### src/rtl/pll_lock_reset_seq_if.sv
// Signal bundle between the PLL lock/reset sequencer (slave) and the logic that
// feeds it lock status and software controls (master).
interface pll_lock_reset_seq_if #(
    parameter int NUM_DOMAINS = 4,
    parameter int CNT_W       = 8
);
    logic                   locked_in;
    logic                   sw_rst;
    logic                   clr_sticky;
    logic [NUM_DOMAINS-1:0] domain_rst_out;
    logic                   all_ready;
    logic [1:0]             state_out;
    logic [CNT_W-1:0]       lock_loss_cnt;
    logic                   lock_lost_sticky;

    modport master (
        output locked_in, sw_rst, clr_sticky,
        input  domain_rst_out, all_ready, state_out, lock_loss_cnt, lock_lost_sticky
    );

    modport slave (
        input  locked_in, sw_rst, clr_sticky,
        output domain_rst_out, all_ready, state_out, lock_loss_cnt, lock_lost_sticky
    );
endinterface

### src/rtl/pll_lock_reset_seq.sv
// Synchronizes and filters PLL LOCKED, then releases per-domain resets one by one.
// Optional lock-loss counter and sticky flag are built when PLL_LOCK_LOSS_CNT_EN is defined.
module pll_lock_reset_seq #(
    parameter int SYNC_STAGES = 2,
    parameter int LOCK_FILTER = 16,
    parameter int STAGE_DELAY = 8,
    parameter int NUM_DOMAINS = 4,
    parameter int CNT_W       = 8
) (
    input  logic                clkin_int,
    input  logic                reset_active,
    pll_lock_reset_seq_if.slave bus
);
    localparam int FLT_W = (LOCK_FILTER > 1) ? $clog2(LOCK_FILTER) : 1;
    localparam int DLY_W = (STAGE_DELAY > 1) ? $clog2(STAGE_DELAY) : 1;
    localparam int IDX_W = (NUM_DOMAINS > 1) ? $clog2(NUM_DOMAINS) : 1;
    localparam logic [FLT_W-1:0] FLT_LAST = FLT_W'(LOCK_FILTER - 1);
    localparam logic [DLY_W-1:0] DLY_LAST = DLY_W'(STAGE_DELAY - 1);
    localparam logic [IDX_W-1:0] IDX_LAST = IDX_W'(NUM_DOMAINS - 1);

    typedef enum logic [1:0] {
        WAIT_LOCK = 2'd0,
        FILTER    = 2'd1,
        RELEASE   = 2'd2,
        RUN       = 2'd3
    } state_e;

    logic [SYNC_STAGES-1:0] sync_q;
    logic                   locked_sync_s;
    logic                   loss_evt_s;
    logic                   go_wait_s;
    state_e                 state_q, state_d;
    logic [FLT_W-1:0]       filt_q, filt_d;
    logic [DLY_W-1:0]       dly_q, dly_d;
    logic [IDX_W-1:0]       idx_q, idx_d;
    logic [NUM_DOMAINS-1:0] dom_rst_q, dom_rst_d;
    logic                   ready_q, ready_d;

    // Lock synchronizer: locked_in enters stage 0, locked_sync is the last stage
    always_ff @(posedge clkin_int or posedge reset_active) begin
        if (reset_active) begin
            sync_q <= {SYNC_STAGES{1'b0}};
        end else begin
            sync_q <= {sync_q[SYNC_STAGES-2:0], bus.locked_in};
        end
    end

    assign locked_sync_s = sync_q[SYNC_STAGES-1];

    // Losing lock only counts once resets have started to release; a filter dropout is benign.
    assign loss_evt_s = ((state_q == RELEASE) || (state_q == RUN)) && !locked_sync_s;
    assign go_wait_s  = loss_evt_s
                      || ((state_q != WAIT_LOCK) && bus.sw_rst)
                      || ((state_q == FILTER) && !locked_sync_s);

    // Next-state and output decode for the lock/release sequencer
    always_comb begin
        state_d   = state_q;
        filt_d    = filt_q;
        dly_d     = dly_q;
        idx_d     = idx_q;
        dom_rst_d = dom_rst_q;
        ready_d   = ready_q;
        if (go_wait_s) begin
            state_d   = WAIT_LOCK;
            filt_d    = {FLT_W{1'b0}};
            dly_d     = {DLY_W{1'b0}};
            idx_d     = {IDX_W{1'b0}};
            dom_rst_d = {NUM_DOMAINS{1'b1}};
            ready_d   = 1'b0;
        end else begin
            case (state_q)
                WAIT_LOCK: begin
                    filt_d = {FLT_W{1'b0}};
                    if (locked_sync_s) begin
                        state_d = FILTER;
                    end else begin
                        state_d = WAIT_LOCK;
                    end
                end
                FILTER: begin
                    if (filt_q == FLT_LAST) begin
                        state_d = RELEASE;
                        filt_d  = {FLT_W{1'b0}};
                        dly_d   = {DLY_W{1'b0}};
                        idx_d   = {IDX_W{1'b0}};
                    end else begin
                        filt_d = filt_q + FLT_W'(1);
                    end
                end
                RELEASE: begin
                    if (dly_q == DLY_LAST) begin
                        dly_d            = {DLY_W{1'b0}};
                        dom_rst_d[idx_q] = 1'b0;
                        idx_d            = idx_q + IDX_W'(1);
                        if (idx_q == IDX_LAST) begin
                            state_d = RUN;
                            ready_d = 1'b1;
                        end else begin
                            state_d = RELEASE;
                        end
                    end else begin
                        dly_d = dly_q + DLY_W'(1);
                    end
                end
                RUN: begin
                    state_d   = RUN;
                    dom_rst_d = {NUM_DOMAINS{1'b0}};
                    ready_d   = 1'b1;
                end
                default: begin
                    state_d   = WAIT_LOCK;
                    dom_rst_d = {NUM_DOMAINS{1'b1}};
                    ready_d   = 1'b0;
                end
            endcase
        end
    end

    // Sequencer state and registered reset outputs
    always_ff @(posedge clkin_int or posedge reset_active) begin
        if (reset_active) begin
            state_q   <= WAIT_LOCK;
            filt_q    <= {FLT_W{1'b0}};
            dly_q     <= {DLY_W{1'b0}};
            idx_q     <= {IDX_W{1'b0}};
            dom_rst_q <= {NUM_DOMAINS{1'b1}};
            ready_q   <= 1'b0;
        end else begin
            state_q   <= state_d;
            filt_q    <= filt_d;
            dly_q     <= dly_d;
            idx_q     <= idx_d;
            dom_rst_q <= dom_rst_d;
            ready_q   <= ready_d;
        end
    end

    assign bus.domain_rst_out = dom_rst_q;
    assign bus.all_ready      = ready_q;
    assign bus.state_out      = state_q;

`ifdef PLL_LOCK_LOSS_CNT_EN
    logic [CNT_W-1:0] loss_cnt_q, loss_cnt_d;
    logic             sticky_q, sticky_d;

    // Saturating loss count; a loss event beats a coincident sticky clear
    always_comb begin
        loss_cnt_d = loss_cnt_q;
        sticky_d   = sticky_q;
        if (loss_evt_s) begin
            sticky_d = 1'b1;
            if (loss_cnt_q != {CNT_W{1'b1}}) begin
                loss_cnt_d = loss_cnt_q + CNT_W'(1);
            end else begin
                loss_cnt_d = loss_cnt_q;
            end
        end else if (bus.clr_sticky) begin
            sticky_d = 1'b0;
        end else begin
            sticky_d = sticky_q;
        end
    end

    // Lock-loss statistics registers, cleared only by reset_active
    always_ff @(posedge clkin_int or posedge reset_active) begin
        if (reset_active) begin
            loss_cnt_q <= {CNT_W{1'b0}};
            sticky_q   <= 1'b0;
        end else begin
            loss_cnt_q <= loss_cnt_d;
            sticky_q   <= sticky_d;
        end
    end

    assign bus.lock_loss_cnt    = loss_cnt_q;
    assign bus.lock_lost_sticky = sticky_q;
`else
    logic unused_clr_sticky_s;
    assign unused_clr_sticky_s  = bus.clr_sticky;
    assign bus.lock_loss_cnt    = {CNT_W{1'b0}};
    assign bus.lock_lost_sticky = 1'b0;
`endif
endmodule

### src/flat_wrapper.sv
// flat-port wrapper written by rule: the top's interface ports become plain ports
module pll_lock_reset_seq_flat 
#(
    parameter int SYNC_STAGES = 2,
    parameter int LOCK_FILTER = 16,
    parameter int STAGE_DELAY = 8,
    parameter int NUM_DOMAINS = 4,
    parameter int CNT_W       = 8
)
  (clkin_int, reset_active, bus_locked_in, bus_sw_rst, bus_clr_sticky, bus_domain_rst_out, bus_all_ready, bus_state_out, bus_lock_loss_cnt, bus_lock_lost_sticky);
  pll_lock_reset_seq_if #(.NUM_DOMAINS(NUM_DOMAINS), .CNT_W(CNT_W)) bus_i ();
  input  logic clkin_int;
  input  logic reset_active;
  input wire logic [$bits(bus_i.locked_in)-1:0] bus_locked_in;
  input wire logic [$bits(bus_i.sw_rst)-1:0] bus_sw_rst;
  input wire logic [$bits(bus_i.clr_sticky)-1:0] bus_clr_sticky;
  output wire logic [$bits(bus_i.domain_rst_out)-1:0] bus_domain_rst_out;
  output wire logic [$bits(bus_i.all_ready)-1:0] bus_all_ready;
  output wire logic [$bits(bus_i.state_out)-1:0] bus_state_out;
  output wire logic [$bits(bus_i.lock_loss_cnt)-1:0] bus_lock_loss_cnt;
  output wire logic [$bits(bus_i.lock_lost_sticky)-1:0] bus_lock_lost_sticky;
  assign bus_i.locked_in = bus_locked_in;
  assign bus_i.sw_rst = bus_sw_rst;
  assign bus_i.clr_sticky = bus_clr_sticky;
  assign bus_domain_rst_out = bus_i.domain_rst_out;
  assign bus_all_ready = bus_i.all_ready;
  assign bus_state_out = bus_i.state_out;
  assign bus_lock_loss_cnt = bus_i.lock_loss_cnt;
  assign bus_lock_lost_sticky = bus_i.lock_lost_sticky;
  pll_lock_reset_seq #(.SYNC_STAGES(SYNC_STAGES), .LOCK_FILTER(LOCK_FILTER), .STAGE_DELAY(STAGE_DELAY), .NUM_DOMAINS(NUM_DOMAINS), .CNT_W(CNT_W)) u_core (.clkin_int(clkin_int), .reset_active(reset_active), .bus(bus_i));
endmodule
### config.mk
export PLATFORM = sky130hd
export DESIGN_NAME = pll_lock_reset_seq_flat
export DESIGN_NICKNAME = d
export VERILOG_FILES = /design/src/rtl/pll_lock_reset_seq_if.sv /design/src/rtl/pll_lock_reset_seq.sv /design/src/flat_wrapper.sv
export SDC_FILE = /design/constraint.sdc
export NUM_CORES = 1
export LEC_CHECK = 0
export CAP_MARGIN = 30
export CORE_MARGIN = 8
export CORE_UTILIZATION = 30
export DETAILED_ROUTE_END_ITERATION = 6
export SLEW_MARGIN = 20
export SYNTH_ARGS = -nofsm -noshare
export SYNTH_HDL_FRONTEND = slang
export SYNTH_SLANG_ARGS = --single-unit
### constraint.sdc
create_clock -name clkin_int -period 2 [get_ports clkin_int]
set_input_delay 0.5 -clock clkin_int [delete_from_list [all_inputs] [get_ports clkin_int]]
set_output_delay 0.5 -clock clkin_int [all_outputs]
set_load 0.05 [all_outputs]
* After elaboration in Yosys (flattened, before gate mapping) *
Cells that the tools add are included.
W data, S select, Z words.

word-level totals
  ROM bits = 0
  bits in writable memories = 0
  word-level logic and storage cells = 67
  memories kept = 0
  latch bits = 0
  output and inout port bits = 16
  input bits = 5
  register bits = 18

cells by class
  mux-type cells = 26
  reduce and logical (&&, ||, !) cells = 18
  bitwise gates (word level) = 2
  multipliers = 0
  add/subtract/negate cells = 3
  equal/unequal tests = 9
  order comparisons = 2
  divide/modulo/power cells = 0
  shifts and indexed selects = 0

operators with widths
  operator               count
  $mux W4                4
  $pmux W4 S2            2
  $mux W2                6
  $mux W3                3
  $ne A3 B2 Y1 const B   3
  $reduce_bool A3 Y1     3
  $pmux W2 S4            1
  $eq A2 B2 Y1 const B   3
  $mux W1                6
  $pmux W3 S2            1
  $reduce_and A2 Y1      3
  $reduce_and A3 Y1      2
  $add A4 B1 Y4 const B  1
  $and A4 B4 Y4          1
  $eq A4 B4 Y1 const B   1
  $logic_and A1 B1 Y1    4
  $not A4 Y4             1
  $pmux W2 S2            1
  $add A3 B1 Y3 const B  1
  $eq A3 B3 Y1 const B   1
  $logic_or A1 B1 Y1     3
  $lt A2 B3 Y1 const B   1
  $add A2 B1 Y2 const B  1
  $demux W1 S2           1
  other kinds (6)        6

* Longest topological paths before layout *
Gate-level depths: netlist of run 1.

  depth after elaboration = 9
  mapped depth = 7
  depth with buffers taken out = 6

* Least setup slack after synthesis of run 1 *
OpenSTA, ideal clock, no wires.

  kind = reg-to-reg
  start = reg u_core.state_q[1] (netlist: u_core.bus.state_out[1])
  end = reg u_core.ready_q (netlist: u_core.bus.all_ready)
  required time = 1.923 ns
  arrival time = 1.642 ns
  clock period less this slack = 1.719 ns
  buffers on the path = 2
  setup time = 0.077 ns
  cell stages (with the launch flop) = 8
  setup slack = 0.281 ns
  path through = dfrtp_1 -> inv_1 -> ha_1 -> buf_4 -> nor3_2 -> o22ai_2 -> buf_2 -> a21oi_1

on the way
  word-level cells in the longest chain between the ends = 7
  elaborated cells on any way between the ends = 16
  those cells by class = eq/ne: 5; mux: 2; reduce/logical: 9

RTL lines
  item                                                                        line                                                text
  from (decl)                                                                 pll_lock_reset_seq.sv:32                            state_e state_q, state_d;
  from (signal assigned)                                                      pll_lock_reset_seq.sv:130                           state_q <= state_d;
  $eq A2 B2 Y1                                                                pll_lock_reset_seq.sv:51, pll_lock_reset_seq.sv:72
  $logic_or A1 B1 Y1                                                          pll_lock_reset_seq.sv:51                            assign loss_evt_s = ((state_q == RELEASE) || (state_q == RUN)) && !locked_sync_s;
  $logic_and A1 B1 Y1                                                         pll_lock_reset_seq.sv:51
  $logic_or A1 B1 Y1                                                          pll_lock_reset_seq.sv:53                            || ((state_q != WAIT_LOCK) && bus.sw_rst)
  $logic_or A1 B1 Y1                                                          pll_lock_reset_seq.sv:54                            || ((state_q == FILTER) && !locked_sync_s);
  $ne A3 B2 Y1 (no source line) / $reduce_bool A3 Y1 (equally long branches)  --
  $reduce_and A3 Y1 (no source line)                                          --
  to (signal assigned)                                                        pll_lock_reset_seq.sv:135                           ready_q <= ready_d;
  to (decl)                                                                   pll_lock_reset_seq.sv:37                            logic ready_q, ready_d;

Parallel ways exist; a longest one is shown, timed or not.
A chain may end at the register's enable or synchronous reset.

* Final worst setup path of run 1 *
  start = reg u_core.state_q[1] (netlist: u_core.bus.state_out[1])
  end = reg u_core.state_q[1] (netlist: u_core.bus.state_out[1])

on the way
  word-level cells in the longest chain between the ends = 7
  elaborated cells on any way between the ends = 16
  those cells by class = eq/ne: 5; mux: 2; reduce/logical: 9

RTL lines
  item                                line
  $eq A2 B2 Y1                        pll_lock_reset_seq.sv:51, pll_lock_reset_seq.sv:72
  $logic_or A1 B1 Y1                  pll_lock_reset_seq.sv:51
  $logic_and A1 B1 Y1                 pll_lock_reset_seq.sv:51
  $logic_or A1 B1 Y1                  pll_lock_reset_seq.sv:53
  $logic_or A1 B1 Y1                  pll_lock_reset_seq.sv:54
  $ne A3 B2 Y1 (no source line)       --
  $reduce_and A2 Y1 (no source line)  --

Parallel ways exist; a longest one is shown, timed or not.

==> results of run 1 <==
-- where the power goes --
part | switching (W) | internal (W) | total [W]
logic | 0.000583 | 0.000327 | 0.000910
registers | 0.0000589 | 0.000466 | 0.000525
clock network | 0.000109 | 0.0000774 | 0.000186
-- state kept, by name (all words and copies together) (netlist names) --
register and cells:
u_core.idx_q 2, u_core.dly_q 3, u_core.bus.domain_rst_out 4, u_core.bus.state_out 2, u_core.sync_q 2, u_core.bus.all_ready 1
u_core.filt_q 4
-- layout by cell type (no fill, tap or decap), drive strengths merged --
| master | n |
|---|---|
| nand2b | 8 |
| mux2i | 2 |
| dfrtp | 14 |
| a211oi | 1 |
| nand2 | 7 |
| and3 | 1 |
| nor3 | 1 |
| ha | 11 |
| or3 | 1 |
| nor2b | 1 |
| o21ai | 5 |
| buf | 12 |
| a22oi | 1 |
| dfstp | 4 |
| a21boi | 1 |
| o211ai | 2 |
| clkbuf | 4 |
| conb | 9 |
| a21oi | 14 |
| nand4 | 2 |
| clkdlybuf4s50 | 3 |
| nand3 | 5 |
| o22ai | 1 |
| o31a | 1 |
| inv | 8 |
| or2 | 1 |
| nor2 | 7 |
-- worst paths after layout --
kind                       depth (start not counted)  slack, ns                      endpoint                    start
max                                                6       0.41       u_core.bus.state_out[1]  u_core.bus.state_out[1]
min                                                0       0.37              u_core.sync_q[1]         u_core.sync_q[0]
max reg2reg                                        6       0.41       u_core.bus.state_out[1]  u_core.bus.state_out[1]
min reg2reg                                        0       0.37              u_core.sync_q[1]         u_core.sync_q[0]
max in group asynchronous                          3       1.23  u_core.bus.domain_rst_out[3]             reset_active
min in group asynchronous                          3       0.51              u_core.filt_q[1]             reset_active
-- cell families after synthesis --
kind of cell    share of synthesized area
compound gates                      0.156
fa+ha+maj                           0.127
buf+inv                             0.106
flops                               0.421
mux                                0.0185
other cells                       0.00347
simple gates                        0.167
-- per-layer routing --
layer | up-vias | global-route usage
li1 | 391 | -
met1 | 348 | 0.0793
met2 | 15 | 0.130
met3 | 2 | 0.0259
met4 | 0 | 0.0176
met5 | - | 0
-- stage by stage --
step,utilization,cells,total power [W]
floorplan,-,120,0.00122
global placement,0.340,171,0.00143
detailed placement,0.340,171,0.00145
CTS,0.347,175,0.00164
global route,0.347,175,0.00174
finish,0.347,175,0.00162
-- cell type report --
type                    instances  area, µm²  area share
well taps                      48       60.1      0.0487
inverters                       8       30.0      0.0244
multi-input cells              82        541       0.439
clock buffers                   4       26.3      0.0213
repair buffers                 15        120      0.0975
flip-flops and latches         18        455       0.370
==> flow_summary_export.csv, run 1 <==
group,metric,value,unit
cts,post_cts_buffers,0,
die,die_x,76.0,µm
worst_setup_path,crit_required,2.18,ns
routing,finalWirelength,2.01,mm
cts,clk_pin_slew,0.10,ns
routing,drt-met1-wl,878,µm
synth,synth_most_common_cell,"dfrtp_1",
grt,grt-ovfl-total,0,
routing,top_layer_used,"met4",
synth,ys_top_cells_by_area,"dfrtp_1 (32%), ha_1 (13%), dfstp_2 (9.7%)",
die,placeableCoreArea,3550,µm²
worst_setup_path,critPathLaunchType,"register",
cts,clock_latency,0.28,ns
worst_setup_path,crit_fanout,9,
layout,fillCellCount,369,
routing,drt_iter0_drc,33,
worst_setup_path,path_buf_inv,2,
grt,grt_pass1_wl,3.70,mm
layout,fin_area,1230,µm²
worst_setup_path,crit_slowest_cell,"dfrtp_1",
run_status,status,"finished, final reports clean",
timing,tns,0,ns
placed_design,dpl_cell_area,1210,µm²
placed_design,portBuffers,10,
power_and_ir_drop,p_leak,0.564,nW
cts,clock-sinks,18,
cts,cts_root_buffer,"clkbuf_4",
grt,antenna_found_initial,0,
synth,synth-edff-count,0,
job,cap_viol_max_count,0,
die,fp-row-count,22,
cts,htreeDepth,1,
layout,drive_gt1_frac,0.197,
grt,grt_pass1_vias,822,
worst_setup_path,criticalPathCategory,"register to register",
routing,drc_errors,0,
die,die_y,76.0,µm
routing,wl_met2,1.00,mm
routing,routed-via-count,756,
routing,dr.pass1.iters,4,
timing,rsz0062_at_grt,"no",
synth,synth_area_per_cell,9.65,µm²
worst_setup_path,path_cells,"inv_1 > ha_1 > nor3_2 > o22ai_2 > buf_4 > a211oi_1",
synth,seq_area_frac_synth,0.421,
cts,cts_resized,0,
timing,skew,0.00333,ns
power_and_ir_drop,powerDensity,1320,nW/µm²
synth,synth_seq_cells,18,
timing,period_share,0.796,
synth,synth_ff_type,"dfrtp_1",
grt,grt_util_all_layers,0.0729,
routing,wl_met3,119,µm
placed_design,dp_slack,0.435,ns
cts,numCtsBuffers,3,
worst_setup_path,crit_family,"flip-flops",
timing,fin_crit,1.59,ns
power_and_ir_drop,irDropWorstVdd,666,µV
worst_setup_path,crit_arrival,1.77,ns
synth,yosys.area.top_type,"dfrtp_1",
synth,async_flop_share,1.00,
synth,netlist-cell-type-count,28,
timing,worst_hold_slack,0.366,ns
die,dieArea,5780,µm²
synth,yosysTopAreaCellShare,0.324,
grt,grt_max_degree,19,
die,initial_utilization,0.304,
synth,yosysWarningCount,0,
die,io_pins,21,
synth,syn_inst,112,
layout,area_delta_synth_final,14.0,%
cts,cts_hold_buf,0,
routing,vias_per_cell,4.32,
cts,cts_tree,"yes",
cts,clock_path_buffers,2,
layout,n_antenna_cell,0,
worst_setup_path,worstSetupEndpointType,"register",
timing,fmax,628,MHz
routing,ant_nets,0,
worst_hold_path,worstHoldPathType,"register to register",
placed_design,dp_hpwl,1.60,mm
synth,synth_top_cells_by_count,"dfrtp_1 (14), a21oi_1 (13), ha_1 (11)",
layout,fin_nets,144,
timing,layout_setup_ws,0.408,ns
synth,syn-cell-area,1080,µm²
timing,setup_viol,0,
routing,wl_per_cell,11.5,µm
timing,slew_viol_final,0,
worst_setup_path,critPathMaxStageDelay,0.42,ns
placed_design,place.gp.congestion,0.788,
timing,finalHoldViolCount,0,
No activity file was read; power rests on OpenSTA's default activity.
==> run 2: changes to the inputs <==
==> constraint.sdc (replaced) <==
create_clock -name clkin_int -period 1.67 [get_ports clkin_int]
set_input_delay 0.4175 -clock clkin_int [delete_from_list [all_inputs] [get_ports clkin_int]]
set_output_delay 0.4175 -clock clkin_int [all_outputs]
set_load 0.05 [all_outputs]
==> flow_summary_export.csv, run 2 (same netlist as run 1, synthesis figures left out) <==
group,metric,value,unit
run_status,status,"finished, final reports clean",
timing,setup_viol,0,
routing,vias_per_cell,4.38,
placed_design,dp_slack,0.0866,ns
routing,ant_nets,0,
die,die_x,76.0,µm
timing,rsz0062_at_grt,"no",
grt,grt-ovfl-total,0,
layout,area_delta_synth_final,23.5,%
die,placeableCoreArea,3550,µm²
worst_setup_path,worstSetupEndpointType,"register",
cts,clock-sinks,18,
layout,final_core_util,0.376,
worst_setup_path,crit_slowest_cell,"dfrtp_2",
worst_setup_path,crit_arrival,1.71,ns
routing,routed-via-count,766,
grt,grt_pass1_wl,3.45,mm
cts,numCtsBuffers,3,
routing,drt-met1-wl,921,µm
routing,finalWirelength,1.99,mm
cts,cts_hold_buf,0,
grt,grt_pass1_vias,786,
cts,clk_pin_slew,0.11,ns
timing,slew_viol_final,0,
worst_setup_path,critPathLaunchType,"register",
layout,final_common_cell,"a21oi_1",
worst_hold_path,whs_path_depth,0,
die,io_pins,21,
worst_setup_path,timing.rr.end,"u_core.bus.state_out[0]",
routing,wl_per_cell,11.4,µm
timing,finalHoldViolCount,0,
timing,fin_crit,1.52,ns
routing,top_layer_used,"met4",
routing,dr.pass1.iters,4,
worst_setup_path,path_cells,"inv_1 > ha_1 > buf_4 > a21oi_1 > o21ai_0 > mux2i_1 > nor2_1",
cts,cts_resized,0,
placed_design,dp_hpwl,1.56,mm
grt,grt_max_degree,19,
routing,drc_errors,0,
layout,ff_latch_area,458,µm²
die,fp-row-count,22,
timing,period_share,0.910,
layout,multi_input_area,543,µm²
placed_design,dpl_cell_area,1300,µm²
timing,fmax,658,MHz
worst_setup_path,critPathMaxStageDelay,0.44,ns
timing,skew,0.00252,ns
cts,htreeDepth,1,
worst_setup_path,criticalPathCategory,"register to register",
cts,clock_path_buffers,2,
power_and_ir_drop,irDropWorstVdd,978,µV
routing,drt_iter0_drc,21,
layout,drive_gt1_frac,0.228,
worst_setup_path,crit_required,1.86,ns
die,dieArea,5780,µm²
worst_hold_path,holdCritStartpoint,"u_core.sync_q[0]",
job,cap_viol_max_count,0,
worst_hold_path,holdPathEnd,"u_core.sync_q[1]",
worst_setup_path,crit_family,"flip-flops",
worst_setup_path,r2r_cells,7,
die,die_y,76.0,µm
die,initial_utilization,0.304,
worst_setup_path,r2r_setup_slack,0.15,ns
worst_setup_path,path_buf_inv,2,
worst_setup_path,path_depth,7,
timing,tns,0,ns
layout,fin_area,1340,µm²
placed_design,portBuffers,10,
grt,antenna_found_initial,0,
grt,grt_util_all_layers,0.0688,
cts,cts_root_buffer,"clkbuf_4",
cts,clock_latency,0.29,ns
power_and_ir_drop,p_leak,0.600,nW
cts,cts_tree,"yes",
routing,wl_met3,105,µm
timing,layout_setup_ws,0.151,ns
placed_design,place.gp.congestion,0.830,
routing,wl_met2,955,µm
layout,fillCellCount,350,
worst_setup_path,crit_fanout,11,
worst_hold_path,worstHoldPathType,"register to register",
layout,fin_nets,144,
layout,most-common-layout-cells,"a21oi_1 (13), dfrtp_1 (12), ha_1 (10)",
layout,n_antenna_cell,0,
power_and_ir_drop,powerDensity,1650,nW/µm²
worst_setup_path,r2r-start,"u_core.bus.state_out[0]",
cts,post_cts_buffers,0,
run 2: per-stage QoR:
| step | hold slack, ns | total power [W] | std cells |
|---|---|---|---|
| 2_1_floorplan | 0.331 | 0.00146 | 120 |
| 3_3_place_gp | 0.333 | 0.00194 | 171 |
| 3_5_place_dp | 0.345 | 0.00195 | 171 |
| 4_1_cts | 0.370 | 0.00223 | 175 |
| 5_1_grt | 0.377 | 0.00234 | 175 |
| 6_report | 0.365 | 0.00221 | 175 |
run 2: where the power goes:
group,switching (W),internal [W]
clock network,0.000137,0.000133
logic,0.000695,0.000567
registers,0.000109,0.000565
run 2: worst max path at each step:
| stage | slack (ns) | to | from |
|---|---|---|---|
| after floorplan | 0.12 | u_core.bus.all_ready | u_core.bus.state_out[1] |
| after global placement | 0.12 | u_core.filt_q[0] | u_core.bus.state_out[1] |
| after detailed placement | 0.09 | u_core.filt_q[0] | u_core.bus.state_out[1] |
| after CTS | 0.05 | u_core.filt_q[0] | u_core.bus.state_out[1] |
| after global routing | 0.04 | u_core.bus.state_out[1] | u_core.dly_q[0] |
| final | 0.15 | u_core.bus.state_out[0] | u_core.bus.state_out[0] |
run 2: layout make-up:
cell class / instances / area share
clock buffer: 4 / 0.0272
inverter: 8 / 0.0225
multi-input combinational: 82 / 0.407
sequential: 18 / 0.343
tap: 48 / 0.0450
timing repair buffer: 15 / 0.156
run 2: metal layers:
metal	track usage	up-vias
li1	-	390
met1	0.0759	356
met2	0.119	18
met3	0.0271	2
met4	0.0176	0
met5	0	-
==> run 3: changes to the inputs <==
--- a/config.mk
+++ b/config.mk
@@ -6,9 +6,12 @@
 export NUM_CORES = 1
 export LEC_CHECK = 0
 export CAP_MARGIN = 30
+export CELL_PAD_IN_SITES_DETAIL_PLACEMENT = 1
+export CELL_PAD_IN_SITES_GLOBAL_PLACEMENT = 1
 export CORE_MARGIN = 8
 export CORE_UTILIZATION = 30
 export DETAILED_ROUTE_END_ITERATION = 6
+export PLACE_DENSITY_LB_ADDON = 0.1
 export SLEW_MARGIN = 20
 export SYNTH_ARGS = -nofsm -noshare
 export SYNTH_HDL_FRONTEND = slang
==> constraint.sdc (replaced) <==
create_clock -name clkin_int -period 1.5 [get_ports clkin_int]
set_input_delay 0.375 -clock clkin_int [delete_from_list [all_inputs] [get_ports clkin_int]]
set_output_delay 0.375 -clock clkin_int [all_outputs]
set_load 0.05 [all_outputs]
==> flow_summary_export.csv, run 3 (same netlist as run 1, synthesis figures left out) <==
group,metric,value,unit
routing,vias_per_cell,4.53,
worst_setup_path,r2r-start,"u_core.bus.state_out[1]",
worst_hold_path,whs_path_depth,0,
worst_setup_path,timing.rr.end,"u_core.bus.state_out[1]",
cts,numCtsBuffers,3,
routing,drc_errors,0,
routing,routed-via-count,829,
layout,area_delta_synth_final,36.0,%
grt,antenna_found_initial,0,
cts,clock-sinks,18,
timing,setup_viol,0,
worst_hold_path,holdCritStartpoint,"u_core.sync_q[0]",
placed_design,dp_cells,178,
worst_setup_path,crit_required,1.12,ns
worst_setup_path,critPathLaunchType,"register",
timing,rsz0062_at_grt,"yes",
grt,grt_pass1_wl,4.18,mm
timing,fmax,681,MHz
die,io_pins,21,
job,cap_viol_max_count,0,
die,die_y,76.0,µm
routing,finalWirelength,2.47,mm
worst_setup_path,crit_fanout,4,
layout,fin_nets,152,
layout,most-common-layout-cells,"buf_4 (12), dfrtp_1 (12), a21oi_1 (11)",
grt,grt_max_degree,19,
timing,period_share,0.979,
worst_setup_path,r2r_setup_slack,0.04,ns
cts,htreeDepth,1,
timing,tns,0,ns
die,die_x,76.0,µm
cts,clk_pin_slew,0.12,ns
run_status,status,"finished, final reports clean",
power_and_ir_drop,power,0.00274,W
grt,grt-ovfl-total,0,
timing,skew,0.00612,ns
cts,cts_tree,"yes",
die,fp-row-count,22,
worst_setup_path,worstSetupEndpointType,"primary output",
power_and_ir_drop,p_leak,0.642,nW
power_and_ir_drop,powerDensity,1860,nW/µm²
timing,worst_hold_slack,0.361,ns
timing,finalHoldViolCount,0,
routing,ant_nets,0,
routing,wl_per_cell,13.5,µm
cts,cts_hold_buf,0,
timing,fin_crit,1.47,ns
placed_design,dpl_cell_area,1350,µm²
layout,drive_gt1_frac,0.363,
die,initial_utilization,0.304,
die,dieArea,5780,µm²
worst_hold_path,holdPathEnd,"u_core.sync_q[1]",
worst_setup_path,criticalPathCategory,"register to primary output",
layout,fillCellCount,397,
placed_design,portBuffers,10,
timing,slew_viol_final,0,
grt,grt_util_all_layers,0.0854,
placed_design,place.gp.congestion,0.722,
placed_design,dp_hpwl,1.90,mm
cts,cts_root_buffer,"clkbuf_4",
die,placeableCoreArea,3550,µm²
worst_hold_path,worstHoldPathType,"register to register",
worst_setup_path,r2r_cells,7,
grt,grt_pass1_vias,897,
power_and_ir_drop,irDropWorstVdd,536,µV
layout,fin_cells,183,
routing,drt_iter0_drc,24,
routing,dr.pass1.iters,4,
layout,n_antenna_cell,0,
cts,clock_path_buffers,2,
layout,fin_area,1470,µm²
worst_setup_path,crit_arrival,1.09,ns
cts,clock_latency,0.30,ns
## run 3: changes by cell type in the layout (fill, tap and decap cells not counted), moves of 2 or more
| cell | previous run | this run |
|---|---|---|
| ha_4 | 0 | 3 |
| ha_1 | 10 | 5 |
| buf_4 | 5 | 12 |
| a21oi_1 | 13 | 11 |
| a21oi_2 | 1 | 3 |
| ha_2 | 1 | 3 |
| inv_1 | 8 | 6 |
## run 3: how the worst max path moves through the flow
| stage | startpoint | slack, ns | end | cells after the start |
|---|---|---|---|---|
| finish | u_core.bus.state_out[0] | 0.03 | bus_state_out[0] | 2 |
| floorplan | u_core.bus.state_out[1] | 0.002 | u_core.bus.all_ready | 7 |
| global placement | u_core.bus.state_out[0] | 0.05 | u_core.bus.state_out[1] | 6 |
| global route | u_core.bus.state_out[0] | -0.04 | u_core.bus.state_out[0] | 6 |
| detailed placement | u_core.bus.state_out[0] | 0.005 | u_core.bus.state_out[1] | 6 |
| CTS | u_core.bus.state_out[0] | 0.003 | u_core.bus.state_out[1] | 6 |
## run 3: where the power goes
group	switching, W	leakage (nW)	total, W	internal (W)
logic	0.000889	0.393	0.00168	0.000792
registers	0.000120	0.227	0.000749	0.000629
clock network	0.000163	0.0210	0.000311	0.000148
total	0.00117	0.642	0.00274	0.00157
## run 3: per-stage QoR
step,setup slack [ns],utilization
after floorplan,0.00202,-
after detailed placement,0.00549,0.381
after global routing,-0.0369,0.414
final,0.0317,0.414
after global placement,0.0483,0.381
after CTS,0.00301,0.393
## run 3: area by class of cell
class	count	area, µm²	share of cell area
timing repair buffer	23	272	0.185
clock buffer	4	36.3	0.0247
inverter	8	32.5	0.0221
tap	48	60.1	0.0409
multi-input combinational	82	612	0.416
sequential	18	458	0.311
## run 3: timing repair
item | CTS | global route
pin swaps | 0 | 4
gates resized for setup | 1 | 14
buffers inserted | 0 | 1
hold endpoints to repair | 0 | 0
setup endpoints to repair | 1 | 10
## run 3: critical path, cell delays in order (launching register included)
cell and delay [ns]:
dfrtp_2 0.49, buf_4 0.17, buf_12 0.14
## run 3: layer usage
layer  vias to the layer above  track usage  part of all wire
met1                       405        0.106              0.48
met4                         0       0.0294            0.0053
met5                         -            0                 0
met2                        14        0.137              0.47
met3                         2       0.0236             0.043
li1                        408            -                 -
